File: src/rtl/riscv_pkg.sv
// riscv_pkg: shared defaults for the RISC-V fetch slice.
// The prefetch buffer keeps its entry type local; only sizing defaults live here.
package riscv_pkg;

  localparam int XLEN_DEF     = 32;
  localparam int PF_DEPTH_DEF = 4;

endpackage

File: src/rtl/riscv_if_pf_fifo.sv
// riscv_if_pf_fifo: circular FIFO with synchronous clear.
// Clear wins over pop; a push in the clear cycle lands in slot 0.
module riscv_if_pf_fifo
  import riscv_pkg::*;
#(
  parameter int WIDTH = 32,
  parameter int DEPTH = PF_DEPTH_DEF
) (
  input  logic                   clk,
  input  logic                   rst,
  input  logic                   push,
  input  logic                   pop,
  input  logic                   clr,
  input  logic [WIDTH-1:0]       din,
  output logic [WIDTH-1:0]       dout,
  output logic                   full,
  output logic                   empty,
  output logic [$clog2(DEPTH):0] cnt
);

  localparam int AW = $clog2(DEPTH);
  localparam logic [AW:0] DEPTH_C = DEPTH[AW:0];

  logic [WIDTH-1:0] mem [DEPTH];
  logic [AW-1:0]    wp;
  logic [AW-1:0]    rp;

  always_ff @(posedge clk or posedge rst) begin
    if (rst) begin
      wp  <= '0;
      rp  <= '0;
      cnt <= '0;
    end else if (clr) begin
      wp  <= {{(AW-1){1'b0}}, push};
      rp  <= '0;
      cnt <= {{AW{1'b0}}, push};
    end else begin
      if (push) wp <= wp + 1'b1;
      if (pop)  rp <= rp + 1'b1;
      cnt <= cnt + {{AW{1'b0}}, push} - {{AW{1'b0}}, pop};
    end
  end

  always_ff @(posedge clk) begin
    if (push) mem[clr ? '0 : wp] <= din;
  end

  assign dout  = mem[rp];
  assign full  = cnt == DEPTH_C;
  assign empty = cnt == '0;

endmodule

File: src/rtl/riscv_if_prefetch.sv
// riscv_if_prefetch: pipelined instruction prefetch buffer with flush.
// Define IF_PF_IMEM_ERR_EN to carry imem_err through as if_parcel_page_fault.
module riscv_if_prefetch
  import riscv_pkg::*;
#(
  parameter int XLEN        = XLEN_DEF,
  parameter int PARCEL_SIZE = XLEN_DEF,
  parameter int DEPTH       = PF_DEPTH_DEF
) (
  input  logic                   clk,
  input  logic                   rst,
  input  logic [XLEN-1:0]        if_nxt_pc,
  output logic                   if_stall_nxt_pc,
  input  logic                   if_stall,
  input  logic                   if_flush,
  output logic [PARCEL_SIZE-1:0] if_parcel,
  output logic [XLEN-1:0]        if_parcel_pc,
  output logic                   if_parcel_valid,
  output logic                   if_parcel_misaligned,
  output logic                   if_parcel_page_fault,
  output logic                   imem_req,
  output logic [XLEN-1:0]        imem_adr,
  input  logic                   imem_stall,
  input  logic                   imem_ack,
`ifdef IF_PF_IMEM_ERR_EN
  input  logic                   imem_err,
`endif
  input  logic [PARCEL_SIZE-1:0] imem_q
);

  localparam int CW = $clog2(DEPTH) + 1;
  localparam logic [CW+1:0] DEPTH_W = DEPTH[CW+1:0];

  typedef struct packed {
    logic [PARCEL_SIZE-1:0] parcel;
    logic [XLEN-1:0]        pc;
    logic                   misaligned;
`ifdef IF_PF_IMEM_ERR_EN
    logic                   fault;
`endif
  } entry_t;

  entry_t          e_in;
  entry_t          e_out;
  logic [CW-1:0]   occ;
  logic [CW-1:0]   live;
  logic [CW-1:0]   drop;
  logic [CW-1:0]   drop_nxt;
  logic [CW-1:0]   drop_fl;
  logic [CW+1:0]   used;
  logic [XLEN-1:0] pc_head;
  logic aligned, credit_ok, issue, mis_push;
  logic stale, ack_push, ack_pop;
  logic p_push, p_pop, p_empty, p_full;
  logic q_empty, q_full;

  assign aligned  = if_nxt_pc[1:0] == 2'b00;
  assign stale    = imem_ack && (drop != '0);
  assign ack_pop  = imem_ack && !stale;
  assign ack_push = ack_pop && !if_flush;

  // After a flush every live request turns stale, including one acked now.
  assign drop_fl = drop + live - {{(CW-1){1'b0}}, imem_ack};

  always_comb begin
    used = {2'b00, occ} + {2'b00, live} + {2'b00, drop};
    if (if_flush) used = {2'b00, drop_fl};
  end

  assign credit_ok = used < DEPTH_W;
  assign issue     = !rst && aligned && credit_ok && !imem_stall;
  assign mis_push  = !rst && !aligned && credit_ok
                   && (if_flush || live == '0);

  assign imem_req        = issue;
  assign imem_adr        = if_nxt_pc;
  assign if_stall_nxt_pc = !(issue || mis_push);

  always_comb begin
    drop_nxt = drop;
    if (if_flush)   drop_nxt = drop_fl;
    else if (stale) drop_nxt = drop - 1'b1;
  end

  always_ff @(posedge clk or posedge rst) begin
    if (rst) drop <= '0;
    else     drop <= drop_nxt;
  end

  always_comb begin
    e_in            = '0;
    e_in.pc         = if_nxt_pc;
    e_in.misaligned = 1'b1;
    if (ack_push) begin
      e_in.parcel     = imem_q;
      e_in.pc         = pc_head;
      e_in.misaligned = 1'b0;
`ifdef IF_PF_IMEM_ERR_EN
      e_in.fault      = imem_err;
`endif
    end
  end

  assign p_push = ack_push || mis_push;
  assign p_pop  = !p_empty && !if_stall;

  riscv_if_pf_fifo #(
    .WIDTH ($bits(entry_t)),
    .DEPTH (DEPTH)
  ) u_parcel_fifo (
    .clk   (clk),
    .rst   (rst),
    .push  (p_push),
    .pop   (p_pop),
    .clr   (if_flush),
    .din   (e_in),
    .dout  (e_out),
    .full  (p_full),
    .empty (p_empty),
    .cnt   (occ)
  );

  riscv_if_pf_fifo #(
    .WIDTH (XLEN),
    .DEPTH (DEPTH)
  ) u_pc_fifo (
    .clk   (clk),
    .rst   (rst),
    .push  (issue),
    .pop   (ack_pop),
    .clr   (if_flush),
    .din   (if_nxt_pc),
    .dout  (pc_head),
    .full  (q_full),
    .empty (q_empty),
    .cnt   (live)
  );

  assign if_parcel_valid      = !p_empty;
  assign if_parcel            = p_empty ? '0 : e_out.parcel;
  assign if_parcel_pc         = p_empty ? '0 : e_out.pc;
  assign if_parcel_misaligned = !p_empty && e_out.misaligned;
`ifdef IF_PF_IMEM_ERR_EN
  assign if_parcel_page_fault = !p_empty && e_out.fault;
`else
  assign if_parcel_page_fault = 1'b0;
`endif

  a_ack_orphan: assert property (@(posedge clk) disable iff (rst)
    !(imem_ack && drop == '0 && q_empty));
  a_parcel_ovf: assert property (@(posedge clk) disable iff (rst)
    !(p_push && p_full && !p_pop && !if_flush));
  a_pc_ovf: assert property (@(posedge clk) disable iff (rst)
    !(issue && q_full && !if_flush));

endmodule

File: config.mk
export PLATFORM = sky130hd
export DESIGN_NAME = riscv_if_prefetch
export DESIGN_NICKNAME = d
export VERILOG_FILES = /design/src/rtl/riscv_pkg.sv /design/src/rtl/riscv_if_pf_fifo.sv /design/src/rtl/riscv_if_prefetch.sv
export SDC_FILE = /design/constraint.sdc
export NUM_CORES = 1
export LEC_CHECK = 0
export CORE_MARGIN = 4
export CORE_UTILIZATION = 45
export DETAILED_ROUTE_END_ITERATION = 16
export MAX_ROUTING_LAYER = met4
export PLACE_DENSITY = 0.76
export SETUP_SLACK_MARGIN = 0.05
export SLEW_MARGIN = 20
export SYNTH_ARGS = -nofsm -noshare
export SYNTH_HDL_FRONTEND = slang
export SYNTH_SLANG_ARGS = --single-unit
File: constraint.sdc
create_clock -name clk -period 20.1 [get_ports clk]
set_input_delay 5.025 -clock clk [delete_from_list [all_inputs] [get_ports clk]]
set_output_delay 5.025 -clock clk [all_outputs]
set_load 0.1 [all_outputs]
# == Word level (Yosys, flattened, before mapping) ==
# Memories as Yosys holds them, arrays and structs flattened.
# Index checks and enable logic that the tools add are counted.
# word_totals
register_bits,17
ramBits,388
output_inout_bits,101
elab_cells,76
n_memories,2
# memory_table
memory,depth,word_bits,read_ports,rd_ports_with_merged_regs,write_ports,line_no,rtl
u_parcel_fifo.mem,4,65,1,0,1,riscv_if_pf_fifo.sv:24,logic [WIDTH-1:0] mem [DEPTH];
u_pc_fifo.mem,4,32,1,0,1,riscv_if_pf_fifo.sv:24,
# op_classes
add_sub_neg,13
n_lt_le_gt_ge,1
n_mux,22
n_reduce_logical,31
# op_table
cell,count
$mux W65,1
$mux W32,2
$mux W2,10
$mux W3,4
$logic_and A1 B1 Y1,11
$reduce_bool A2 Y1,5
$sub A3 B1 Y3,3
$add A2 B1 Y2 const B,4
$logic_not A1 Y1,8
$add A3 B1 Y3,2
$logic_not A3 Y1,2
$add A4 B3 Y5,1
$lt A5 B3 Y1 const B,1
$mux W5,1
$add A3 B3 Y4,1
$mux W1,4
$add A3 B3 Y3,1
$logic_or A1 B1 Y1,3
$reduce_bool A3 Y1,1
$sub A3 B1 Y3 const B,1
$logic_not A2 Y1,1

# == Longest topological paths before layout ==
# Gate-level depths: netlist of run 1.
# depth
ltp_word,10
ltp_mapped,15

# == Hierarchy ==
# A second synthesis of run 1 with hierarchy kept.
# hier_totals
cells_unflattened,821
hier_area_um2,16816.1
# modules_own_cells
mod,n_inst,cells_each,area_per_inst_um2,seq_area_each_um2
riscv_if_pf_fifo (u_parcel_fifo),1,377,9801.9,7982.7
riscv_if_pf_fifo (u_pc_fifo),1,205,5077.4,4018.9
riscv_if_prefetch,1,239,1936.9,75.1

# == Worst setup path after synthesis of run 1 ==
# OpenSTA, ideal clock, no wires.
# synth_timing
kind,input to register
start,input port imem_ack
end,memory u_parcel_fifo.mem[2][0] (netlist name) (enable)
setup_time_ns,0.688
arrival_ns,13.642
t_required_ns,19.412
path_slack_ns,5.770
cell_stages,9
cell_sequence,ha_1 inv_1 ha_1 fa_1 xnor2_1 xnor2_1 and3_1 o21ai_1 a2111oi_1
# synth_via
elab_chain_cells,8
# synth_lines
element,line_no,rtl
from (decl),riscv_if_prefetch.sv:24,"input logic imem_ack,"
$sub A3 B1 Y3,riscv_if_prefetch.sv:63,"assign drop_fl = drop + live - {{(CW-1){1'b0}}, imem_ack};"
$mux W5,riscv_if_prefetch.sv:67,"if (if_flush) used = {2'b00, drop_fl};"
$lt A5 B3 Y1,riscv_if_prefetch.sv:70,assign credit_ok = used < DEPTH_W;
$logic_and A1 B1 Y1,riscv_if_prefetch.sv:72,assign mis_push = !rst && !aligned && credit_ok
$logic_and A1 B1 Y1,riscv_if_prefetch.sv:73,&& (if_flush || live == '0);
$logic_or A1 B1 Y1 *,riscv_if_prefetch.sv:104,assign p_push = ack_push || mis_push;
$mux W1 * (2 in series),riscv_if_pf_fifo.sv:45,if (push) mem[clr ? '0 : wp] <= din;
to (decl),riscv_if_pf_fifo.sv:24,
# Every way passes the cells marked *; elsewhere a longest branch is shown, timed or not.

# == Worst setup path after layout of run 1 ==
# layout_timing
start,input port imem_ack
end,output port if_stall_nxt_pc
# layout_via
elab_chain_cells,7
# layout_lines
element,line_no,rtl
$sub A3 B1 Y3 *,riscv_if_prefetch.sv:63,
$mux W5 *,riscv_if_prefetch.sv:67,
$lt A5 B3 Y1 *,riscv_if_prefetch.sv:70,
"$logic_and A1 B1 Y1, on equally long branches","riscv_if_prefetch.sv:71, riscv_if_prefetch.sv:72",
"$logic_and A1 B1 Y1, on equally long branches","riscv_if_prefetch.sv:71, riscv_if_prefetch.sv:73",
$logic_or A1 B1 Y1 *,riscv_if_prefetch.sv:77,assign if_stall_nxt_pc = !(issue || mis_push);
$logic_not A1 Y1 *,riscv_if_prefetch.sv:77,
to (decl),riscv_if_prefetch.sv:13,"output logic if_stall_nxt_pc,"
# Marks and branches as above.

==> summary.md, run 1 <==
| Metric | Value |
|---|---|
| Worst-Skew Late Latency | `0.53 ns` |
| Die W | `200 microns` |
| Actual slew at the worst max-slew pin | `1.10 ns` |
| Synthesis warning total | `0` |
| ANT nets after route | `0` |
| Gate Count Post-Synth | `908` |
| Clk slew on worst S/H paths | `0.06 ns` |
| Core footprint | `36400 sq um` |
| Largest fanout on the critical path | `6` |
| Clock Sinks | `405` |
| Post-Syn Area | `16600 sq um` |
| DP Area | `18600 sq um` |
| Routed WL per cell | `21.8 microns` |
| Max Fclk | `0.0716 GHz` |
| Die height | `200 microns` |
| Crit path required time | `15.07 ns` |
| Final HPWL DP | `18500 microns` |
| Gr usage total | `0.177` |
| Setup TNS | `0 ns` |
| Final-report setup violation count | `0` |
| Row count | `70` |
| Final Skew | `0.0130 ns` |
| Number of nets in the layout | `1145` |
| Initial Utilization | `0.455` |
| PnR worst setup slack | `6.13 ns` |
| Status | `finished, final reports clean` |
| Post-CTS Hold Buffers | `0` |
| CP Launch Type | `primary input` |
| Hold Crit Class | `register to register` |
| Via count of the first global-routing pass | `8883` |
| Worst path arrival time | `8.95 ns` |
| CTS root buffer | `clkbuf_16` |
| Static leakage | `6.70 nW` |
| PwrDens | `161 nW/um^2` |
| Total CTS buffers | `43` |
| WS Path Type | `primary input to primary output` |
| CTS tree | `built` |
| Largest cells by area after synthesis | `edfxtp_1, mux4_2, and2_1` |
| Hold_ws | `0.579 ns` |
| Cell accounting for the most synthesized area | `edfxtp_1` |
| Placer Congestion | `0.830` |
| Post-synth ARST share | `0.0420` |
| First-pass GRT wire length | `52100 microns` |
| Num ports | `171` |
| Fillcell total | `2818` |
| Max clock buf depth | `3` |
| Post-CTS setup buffers | `0` |
| Net Count, Synth | `995` |
| Port Buffers | `169` |
| Post-route minimum period | `13.97 ns` |
| Pre-CTS WS | `6.17 ns` |
| DRC marker count from the first detailed-route iteration | `623` |
| RSZ-0062 raised after global routing | `no` |
| Fin crit share | `0.695` |
| Synth Register Bits | `405` |
| # DRC | `0` |
| Count of cell types in the netlist | `40` |
| Grt ovf | `0` |
| Layout cells sized above 1 | `0.176` |
| Via count | `8395` |
| CTS resizes | `0` |
| Top cell type's share of synthesized area | `0.703` |
| H-Tree Depth | `2` |
| Drt first pass iters | `5` |
| Peak VDD IR | `0.117 mV` |
| Worst Setup End Kind | `primary output` |
| Register area share after synthesis | `0.729` |
| Initial antenna violation count | `1` |
| Pin count of the biggest net entering global routing | `67` |
| Max Cap Viol | `0` |
| Total die area | `40000 sq um` |
| Final wirelength | `34000 microns` |
| Slew margin rel. | `0.264` |
| Predominant post-synthesis flop cell | `edfxtp_1` |
| Hold Fails Final Rpt | `0` |
| Final instance area | `20000 sq um` |
| Area delta synth->final | `20.5%` |
| Syn Area/Cell | `18.3 sq um` |
| Average vias per placed instance | `5.38` |
| Number of synthesized flops with an enable pin | `388` |
| Slew Limit Fails | `0` |
[sequential cells by signal, summed over array words and instances, names as in the netlist]
register	count
u_parcel_fifo.cnt	3
drop	3
u_parcel_fifo.rp	2
u_pc_fifo.rp	2
u_pc_fifo.cnt	3
u_parcel_fifo.wp	2
u_pc_fifo.mem	128
u_pc_fifo.wp	2
u_parcel_fifo.mem	260
[area by class of cell]
class,instances,area [sq um],share of cell area
Tap cell,468,586,0.0293
Multi-Input combinational cell,394,4000,0.200
Inverter,32,121,0.00608
Clock buffer,55,1120,0.0561
Clock inverter,22,200,0.0100
Sequential cell,405,12100,0.605
Antenna cell,1,2.50,0.000125
Timing Repair Buffer,182,1850,0.0926
[metrics by stage]
step           power, mW  utilization  cells
2_1_floorplan       2.18            -    908
3_3_place_gp        2.50        0.509   1478
3_5_place_dp        2.51        0.509   1478
4_1_cts             3.26        0.546   1555
5_1_grt             3.37        0.548   1559
6_report            3.22        0.548   1559
[power by group]
| group | internal (mW) | switching (mW) | total, mW |
|---|---|---|---|
| Clock | 0.434 | 0.305 | 0.740 |
| Sequential | 1.05 | 0.0511 | 1.10 |
| Combinational | 0.391 | 0.988 | 1.38 |
| Total | 1.88 | 1.34 | 3.22 |
[kinds of logic after synthesis]
kind of cell    Yosys count  synth area share
fa+ha+maj                17            0.0156
xor+xnor                 13           0.00687
mux                      98             0.133
buf+inv                 109            0.0334
simple gates            242            0.0733
other cells               1          0.000226
compound gates           23           0.00944
flops                   405             0.729
[final timing paths]
path	slack (ns)	end	from	cells after the start
max in group asynchronous	14.51	u_parcel_fifo.rp[1]$_DFFE_PP0P_	rst	2
hold reg to reg	0.58	drop[1]$_DFFE_PP0P_	drop[1]$_DFFE_PP0P_	2
hold / removal	0.58	drop[1]$_DFFE_PP0P_	drop[1]$_DFFE_PP0P_	2
setup / recovery	6.13	if_stall_nxt_pc	imem_ack	11
min in group asynchronous	5.02	drop[2]$_DFFE_PP0P_	rst	2
setup reg to reg	15.76	u_parcel_fifo.mem[0][45]$_DFFE_PP_	u_parcel_fifo.cnt[1]$_DFF_PP0_	9
[synthesized netlist by cell type, drive strengths merged, types with 4 or more instances]
master  instances
xnor2           9
nand2         105
nand3           4
dfrtp          17
and3           33
and2           69
mux4           97
clkbuf         28
buf            49
inv            30
ha             11
o21ai           8
xor2            4
nor2           16
a21oi           8
fa              6
nor3            7
edfxtp        388
[worst max-delay path: stages]
cell and delay, ns:
clkdlybuf4s50_1 0.46, ha_1 0.30, inv_1 0.04, ha_1 0.19
fa_1 0.44, xnor2_1 0.21, xnor2_1 0.14, and2_1 0.21
o21ai_1 0.58, and2_1 0.22, clkdlybuf4s50_1 1.13
[cell usage in the layout, fill, tap and decap left out, types with 2 or more instances in the layout]
master / count
nor3_1: 5
xor2_1: 4
nor3_2: 2
o21ai_1: 2
nor4_2: 2
clkinvlp_4: 2
and2_4: 2
ha_1: 11
bufinv_16: 3
nor2_4: 2
clkbuf_16: 43
dfrtp_2: 2
nand2_1: 105
a21oi_1: 7
nand3_1: 4
and3_1: 33
dfrtp_4: 2
xnor2_1: 9
edfxtp_1: 388
fa_1: 6
nor2_1: 14
inv_1: 29
dfrtp_1: 13
o21ai_0: 6
buf_16: 3
clkbuf_1: 12
clkinv_2: 6
clkdlybuf4s50_1: 169
buf_4: 10
inv_6: 5
clkinv_1: 8
mux4_2: 97
and2_1: 67
[per-layer routing]
metal | up-vias | routed length, microns | track usage
met1 | 4315 | 14600 | 0.235
met4 | 0 | 575 | 0.0420
li1 | 3755 | - | -
met3 | 48 | 2060 | 0.0324
met5 | - | 0 | -
met2 | 277 | 16800 | 0.289
(Power assumes the default switching activity.)
==> inputs of run 2 (changes only) <==
--- a/config.mk
+++ b/config.mk
@@ -9,7 +9,7 @@
 export CORE_UTILIZATION = 45
 export DETAILED_ROUTE_END_ITERATION = 16
 export MAX_ROUTING_LAYER = met4
-export PLACE_DENSITY = 0.76
+export PLACE_DENSITY = 0.78
 export SETUP_SLACK_MARGIN = 0.05
 export SLEW_MARGIN = 20
 export SYNTH_ARGS = -nofsm -noshare
==> constraint.sdc (replaced) <==
create_clock -name clk -period 11.35 [get_ports clk]
set_input_delay 2.8375 -clock clk [delete_from_list [all_inputs] [get_ports clk]]
set_output_delay 2.8375 -clock clk [all_outputs]
set_load 0.1 [all_outputs]
==> run 2 against run 1 <==
Effect of this change: die area unchanged; routed wire length decreased by 1.9%; sequential power increased by 78%; highest routed layer unchanged; critical path depth unchanged; hold slack got worse by 0.0056 ns; sequential share of layout area increased by 0.18 points; utilization decreased by 0.16 points.
==> summary.md, run 2 (same netlist as run 1, synthesis figures left out) <==
| Metric | Value |
|---|---|
| Status | `finished, final reports clean` |
| PnR worst setup slack | `1.75 ns` |
| CP Launch Type | `primary input` |
| ANT nets after route | `0` |
| Clock Sinks | `405` |
| Hold Fails Final Rpt | `0` |
| Fillcell total | `2839` |
| Port Buffers | `169` |
| CP endpoint | `if_stall_nxt_pc` |
| Grt ovf | `0` |
| Worst path arrival time | `6.76 ns` |
| Most frequent cells in the layout | `edfxtp_1, clkdlybuf4s50_1, nand2_1` |
| Most used routing layer | `met2` |
| Layout cells sized above 1 | `0.172` |
| Initial Utilization | `0.455` |
| Final-report setup violation count | `0` |
| Hold Crit Class | `register to register` |
| Slew margin rel. | `0.248` |
| Max reg flops | `260` |
| Drt first pass iters | `5` |
| Final Skew | `0.0214 ns` |
| Slew Limit Fails | `0` |
| Total die area | `40000 sq um` |
| Die W | `200 microns` |
| Core Util, Final | `0.546` |
| Initial antenna violation count | `0` |
| First-pass GRT wire length | `51300 microns` |
| Static leakage | `6.67 nW` |
| Routed WL per cell | `21.4 microns` |
| Average vias per placed instance | `5.39` |
| Peak VDD IR | `0.234 mV` |
| Actual slew at the worst max-slew pin | `1.12 ns` |
| Row count | `70` |
| # DRC | `0` |
| Met3 usage in global routing | `0.0280` |
| Post-CTS setup buffers | `0` |
| Setup TNS | `0 ns` |
| Core footprint | `36400 sq um` |
| Via count | `8397` |
| FF-to-FF setup slack | `6.68 ns` |
| CTS resizes | `0` |
| PwrDens | `284 nW/um^2` |
| Final HPWL DP | `18500 microns` |
| Num ports | `171` |
| RSZ-0062 raised after global routing | `no` |
| Via count of the first global-routing pass | `8958` |
| GRT met2 Usage | `0.285` |
| H-Tree Depth | `2` |
| Die height | `200 microns` |
| CTS root buffer | `clkbuf_16` |
| Gr usage total | `0.173` |
| Crit path from | `imem_ack` |
| Area delta synth->final | `20.1%` |
| Worst Setup End Kind | `primary output` |
| Top reg by flops | `u_parcel_fifo.mem` |
| Antenna Cells | `0` |
| Number of nets in the layout | `1146` |
| DRC marker count from the first detailed-route iteration | `555` |
| Sequential standard cell area | `12100 sq um` |
| Largest fanout on the critical path | `6` |
| M1 GR Usage | `0.230` |
| Placer Congestion | `0.861` |
| Clk slew on worst S/H paths | `0.06 ns` |
| Fin crit share | `0.846` |
| Post-route minimum period | `9.60 ns` |
| Pre-CTS WS | `1.81 ns` |
| RR Startpoint | `drop[0]$_DFFE_PP0P_` |
| Crit path required time | `8.51 ns` |
| Commonest non-fill, non-tap cell in the layout | `edfxtp_1` |
| WS Path Type | `primary input to primary output` |
| Max Fclk | `0.104 GHz` |
| Hold Path Stages | `2` |
| Max clock buf depth | `3` |
| FF-to-FF path depth | `7` |
| Post-CTS Hold Buffers | `0` |
| Total CTS buffers | `42` |
| CTS tree | `built` |
| Largest registers | `u_parcel_fifo.mem (260), u_pc_fifo.mem (128)` |
| Worst reg2reg endpoint | `u_parcel_fifo.mem[0][39]$_DFFE_PP_` |
| Final wirelength | `33400 microns` |
| Area occupied by multi-input gates | `4010 sq um` |
| Max Cap Viol | `0` |
| Pin count of the biggest net entering global routing | `67` |
| Worst-Skew Late Latency | `0.54 ns` |
[run 2: cell types whose count changed in the layout (fill, tap and decap cells not counted), sizes merged]
| cell | before | now |
|---|---|---|
| inv | 35 | 32 |
| diode | 1 | 0 |
| clkbuf | 55 | 51 |
| buf | 13 | 15 |
| clkinv | 14 | 21 |
| bufinv | 3 | 2 |
[run 2: final cells by class]
class	instances	share of cell area
Multi-Input combinational cell	394	0.202
Clock inverter	25	0.00911
Timing Repair Buffer	184	0.0923
Sequential cell	405	0.607
Inverter	32	0.00603
Clock buffer	51	0.0545
Tap cell	468	0.0294
[run 2: worst min-delay path by stage]
stage,from,end
6_report,drop[1]$_DFFE_PP0P_,drop[1]$_DFFE_PP0P_
5_1_grt,drop[1]$_DFFE_PP0P_,drop[1]$_DFFE_PP0P_
4_1_cts,drop[1]$_DFFE_PP0P_,drop[1]$_DFFE_PP0P_
3_5_place_dp,drop[1]$_DFFE_PP0P_,drop[1]$_DFFE_PP0P_
3_3_place_gp,drop[1]$_DFFE_PP0P_,drop[1]$_DFFE_PP0P_
2_1_floorplan,drop[1]$_DFFE_PP0P_,drop[1]$_DFFE_PP0P_
[run 2: stage by stage]
stage	power (mW)	cells	instance area, sq um	hold slack, ns
final	5.65	1559	19900	0.573
after global placement	4.42	1481	18600	0.559
after CTS	5.72	1557	19900	0.574
after floorplan	3.86	908	16600	0.525
after detailed placement	4.45	1481	18600	0.572
after global routing	5.90	1559	19900	0.643
[run 2: metal layers]
layer	vias to the layer above	wire (microns)	part of all wire
met1	4315	14400	0.43
met2	273	16400	0.49
met3	52	1920	0.057
li1	3757	-	-
met5	-	0	0
met4	0	637	0.019
[run 2: critical path, stage by stage]
cell and delay, ns:
clkdlybuf4s50_1 0.46, ha_1 0.30, inv_1 0.04, ha_1 0.19
fa_1 0.43, xnor2_1 0.19, xnor2_1 0.13, and2_1 0.21
o21ai_1 0.62, and2_1 0.22, clkdlybuf4s50_1 1.13
[run 2: where the power goes]
part | internal [mW] | switching [mW] | total [mW]
registers | 1.86 | 0.0962 | 1.96
clock network | 0.726 | 0.537 | 1.26
logic | 0.691 | 1.74 | 2.43
==> inputs of run 3 (changes only) <==
--- a/config.mk
+++ b/config.mk
@@ -9,7 +9,7 @@
 export CORE_UTILIZATION = 45
 export DETAILED_ROUTE_END_ITERATION = 16
 export MAX_ROUTING_LAYER = met4
-export PLACE_DENSITY = 0.78
+export PLACE_DENSITY = 0.76
 export SETUP_SLACK_MARGIN = 0.05
 export SLEW_MARGIN = 20
 export SYNTH_ARGS = -nofsm -noshare
==> constraint.sdc (replaced) <==
create_clock -name clk -period 9.1 [get_ports clk]
set_input_delay 2.275 -clock clk [delete_from_list [all_inputs] [get_ports clk]]
set_output_delay 2.275 -clock clk [all_outputs]
set_load 0.1 [all_outputs]
==> run 3 against run 2 <==
Effect of this change: non-clock buffer count is 1 lower; clock skew is 0.0019 ns lower; clock power is 24% higher; via count is 1.4% higher; critical path type unchanged; highest routed layer unchanged.
==> summary.md, run 3 (same netlist as run 1, synthesis figures left out) <==
| Metric | Value |
|---|---|
| Status | `finished, final reports clean` |
| Static leakage | `6.68 nW` |
| Tot Pwr | `7.08 mW` |
| Pin count of the biggest net entering global routing | `67` |
| Number of nets in the layout | `1146` |
| Top reg by flops | `u_parcel_fifo.mem` |
| Final instance area | `19900 sq um` |
| Final Skew | `0.0195 ns` |
| Routed WL per cell | `21.8 microns` |
| Max reg flops | `260` |
| Setup TNS | `0 ns` |
| Post-CTS Hold Buffers | `0` |
| Hold Fails Final Rpt | `0` |
| Worst-Skew Late Latency | `0.54 ns` |
| H-Tree Depth | `2` |
| Most frequent cells in the layout | `edfxtp_1, clkdlybuf4s50_1, nand2_1` |
| Clk slew on worst S/H paths | `0.05 ns` |
| M1 GR Usage | `0.231` |
| Post-CTS setup buffers | `0` |
| PwrDens | `355 nW/um^2` |
| DP Area | `18600 sq um` |
| Final wirelength | `34000 microns` |
| Clock group share of total power | `0.221` |
| Actual slew at the worst max-slew pin | `1.10 ns` |
| Placer Congestion | `0.866` |
| RSZ-0062 raised after global routing | `no` |
| Area delta synth->final | `20.2%` |
| Crit-path max cell delay | `1.00 ns` |
| Total CTS buffers | `43` |
| Clock Sinks | `405` |
| Crit path required time | `6.83 ns` |
| Seq pwr share | `0.346` |
| # DRC | `0` |
| Average vias per placed instance | `5.46` |
| P_sw | `2.98 mW` |
| Die height | `200 microns` |
| Slew margin rel. | `0.261` |
| Combinational Power Share | `0.434` |
| GRT met2 Usage | `0.295` |
| Hold Crit Class | `register to register` |
| Num ports | `171` |
| Drt first pass iters | `5` |
| Max clock buf depth | `3` |
| Total die area | `40000 sq um` |
| Antenna Cells | `0` |
| P_int | `4.10 mW` |
| Commonest non-fill, non-tap cell in the layout | `edfxtp_1` |
| Post-route minimum period | `8.21 ns` |
| First-pass GRT wire length | `52400 microns` |
| Fin crit share | `0.902` |
| Worst path slowest cell | `clkdlybuf4s50_1` |
| DRC marker count from the first detailed-route iteration | `540` |
| Via count | `8512` |
| CP delay by family, top | `buffers and inverters` |
| Max Fclk | `0.122 GHz` |
| Port Buffers | `169` |
| Layout cells sized above 1 | `0.177` |
| Max Cap Viol | `0` |
| Row count | `70` |
| Fillcell total | `2832` |
| Largest registers | `u_parcel_fifo.mem (260), u_pc_fifo.mem (128)` |
| Sw frac | `0.421` |
| CP Launch Type | `primary input` |
| Most used routing layer | `met2` |
| Met3 usage in global routing | `0.0305` |
| CTS resizes | `0` |
| Final HPWL DP | `19400 microns` |
| Grt ovf | `0` |
| Via count of the first global-routing pass | `9029` |
| Worst Setup End Kind | `primary output` |
| Worst path arrival time | `5.93 ns` |
| Initial antenna violation count | `0` |
| Initial Utilization | `0.455` |
| Largest fanout on the critical path | `6` |
| Slew Limit Fails | `0` |
| CTS root buffer | `clkbuf_16` |
| Peak VDD IR | `0.270 mV` |
| Die W | `200 microns` |
| WS Path Type | `primary input to primary output` |
| CTS tree | `built` |
| Gr usage total | `0.176` |
| Bufs and invs on worst path | `4` |
| ANT nets after route | `0` |
| Core footprint | `36400 sq um` |
| Final-report setup violation count | `0` |
| Cell Chain, Critical Path | `clkdlybuf4s50_1, ha_1, inv_1, ha_1, fa_1, xnor2_1, xnor2_1, and2_1, o21ai_1, inv_1, clkdlybuf4s50_1` |
## run 3: layout make-up
class	count	area, sq um	share of cell area
flip-flops and latches	405	12100	0.607
multi-input cells	394	4010	0.202
repair buffers	183	1850	0.0927
clock buffers	50	1100	0.0554
well taps	468	586	0.0294
clock inverters	26	158	0.00792
inverters	32	121	0.00609
## run 3: per-layer routing
layer  part of all wire  vias to the layer above
met4              0.018                        0
met3              0.061                       51
met2               0.50                      280
met5                  0                        -
met1               0.42                     4417
li1                   -                     3764
## run 3: through the flow
stage | hold slack [ns] | util | setup WS, ns | instances
floorplan | 0.525 | - | 0.744 | 908
global placement | 0.557 | 0.510 | 0.971 | 1480
detailed placement | 0.575 | 0.511 | 0.921 | 1481
CTS | 0.587 | 0.546 | 0.918 | 1557
global route | 0.658 | 0.547 | 0.749 | 1558
finish | 0.576 | 0.547 | 0.892 | 1558
## run 3: worst paths after layout
kind	startpoint	slack (ns)	to	cells after the start
worst max-delay path	imem_ack	0.89	imem_req	11
worst min-delay path	drop[1]$_DFFE_PP0P_	0.58	drop[1]$_DFFE_PP0P_	2
worst max register to register	drop[1]$_DFFE_PP0P_	4.78	u_parcel_fifo.mem[1][53]$_DFFE_PP_	8
worst min register to register	drop[1]$_DFFE_PP0P_	0.58	drop[1]$_DFFE_PP0P_	2
max in group asynchronous	rst	6.27	u_parcel_fifo.rp[1]$_DFFE_PP0P_	2
min in group asynchronous	rst	2.29	u_pc_fifo.wp[1]$_DFFE_PP0P_	2
## run 3: worst min-delay path, delay by kind of cell, from the launching register on
kind,cells,cell delay [ns]
AO/OA/AOI/OAI,2,0.20
flip-flops,1,0.34
## run 3: power by group through the flow
stage	clock [mW]	combinational [mW]	sequential, mW
3_3_place_gp	0	3.05	2.48
5_1_grt	1.69	3.22	2.47
4_1_cts	1.61	3.11	2.45
3_5_place_dp	0	3.10	2.49
6_report	1.56	3.07	2.45
2_1_floorplan	0	2.39	2.42
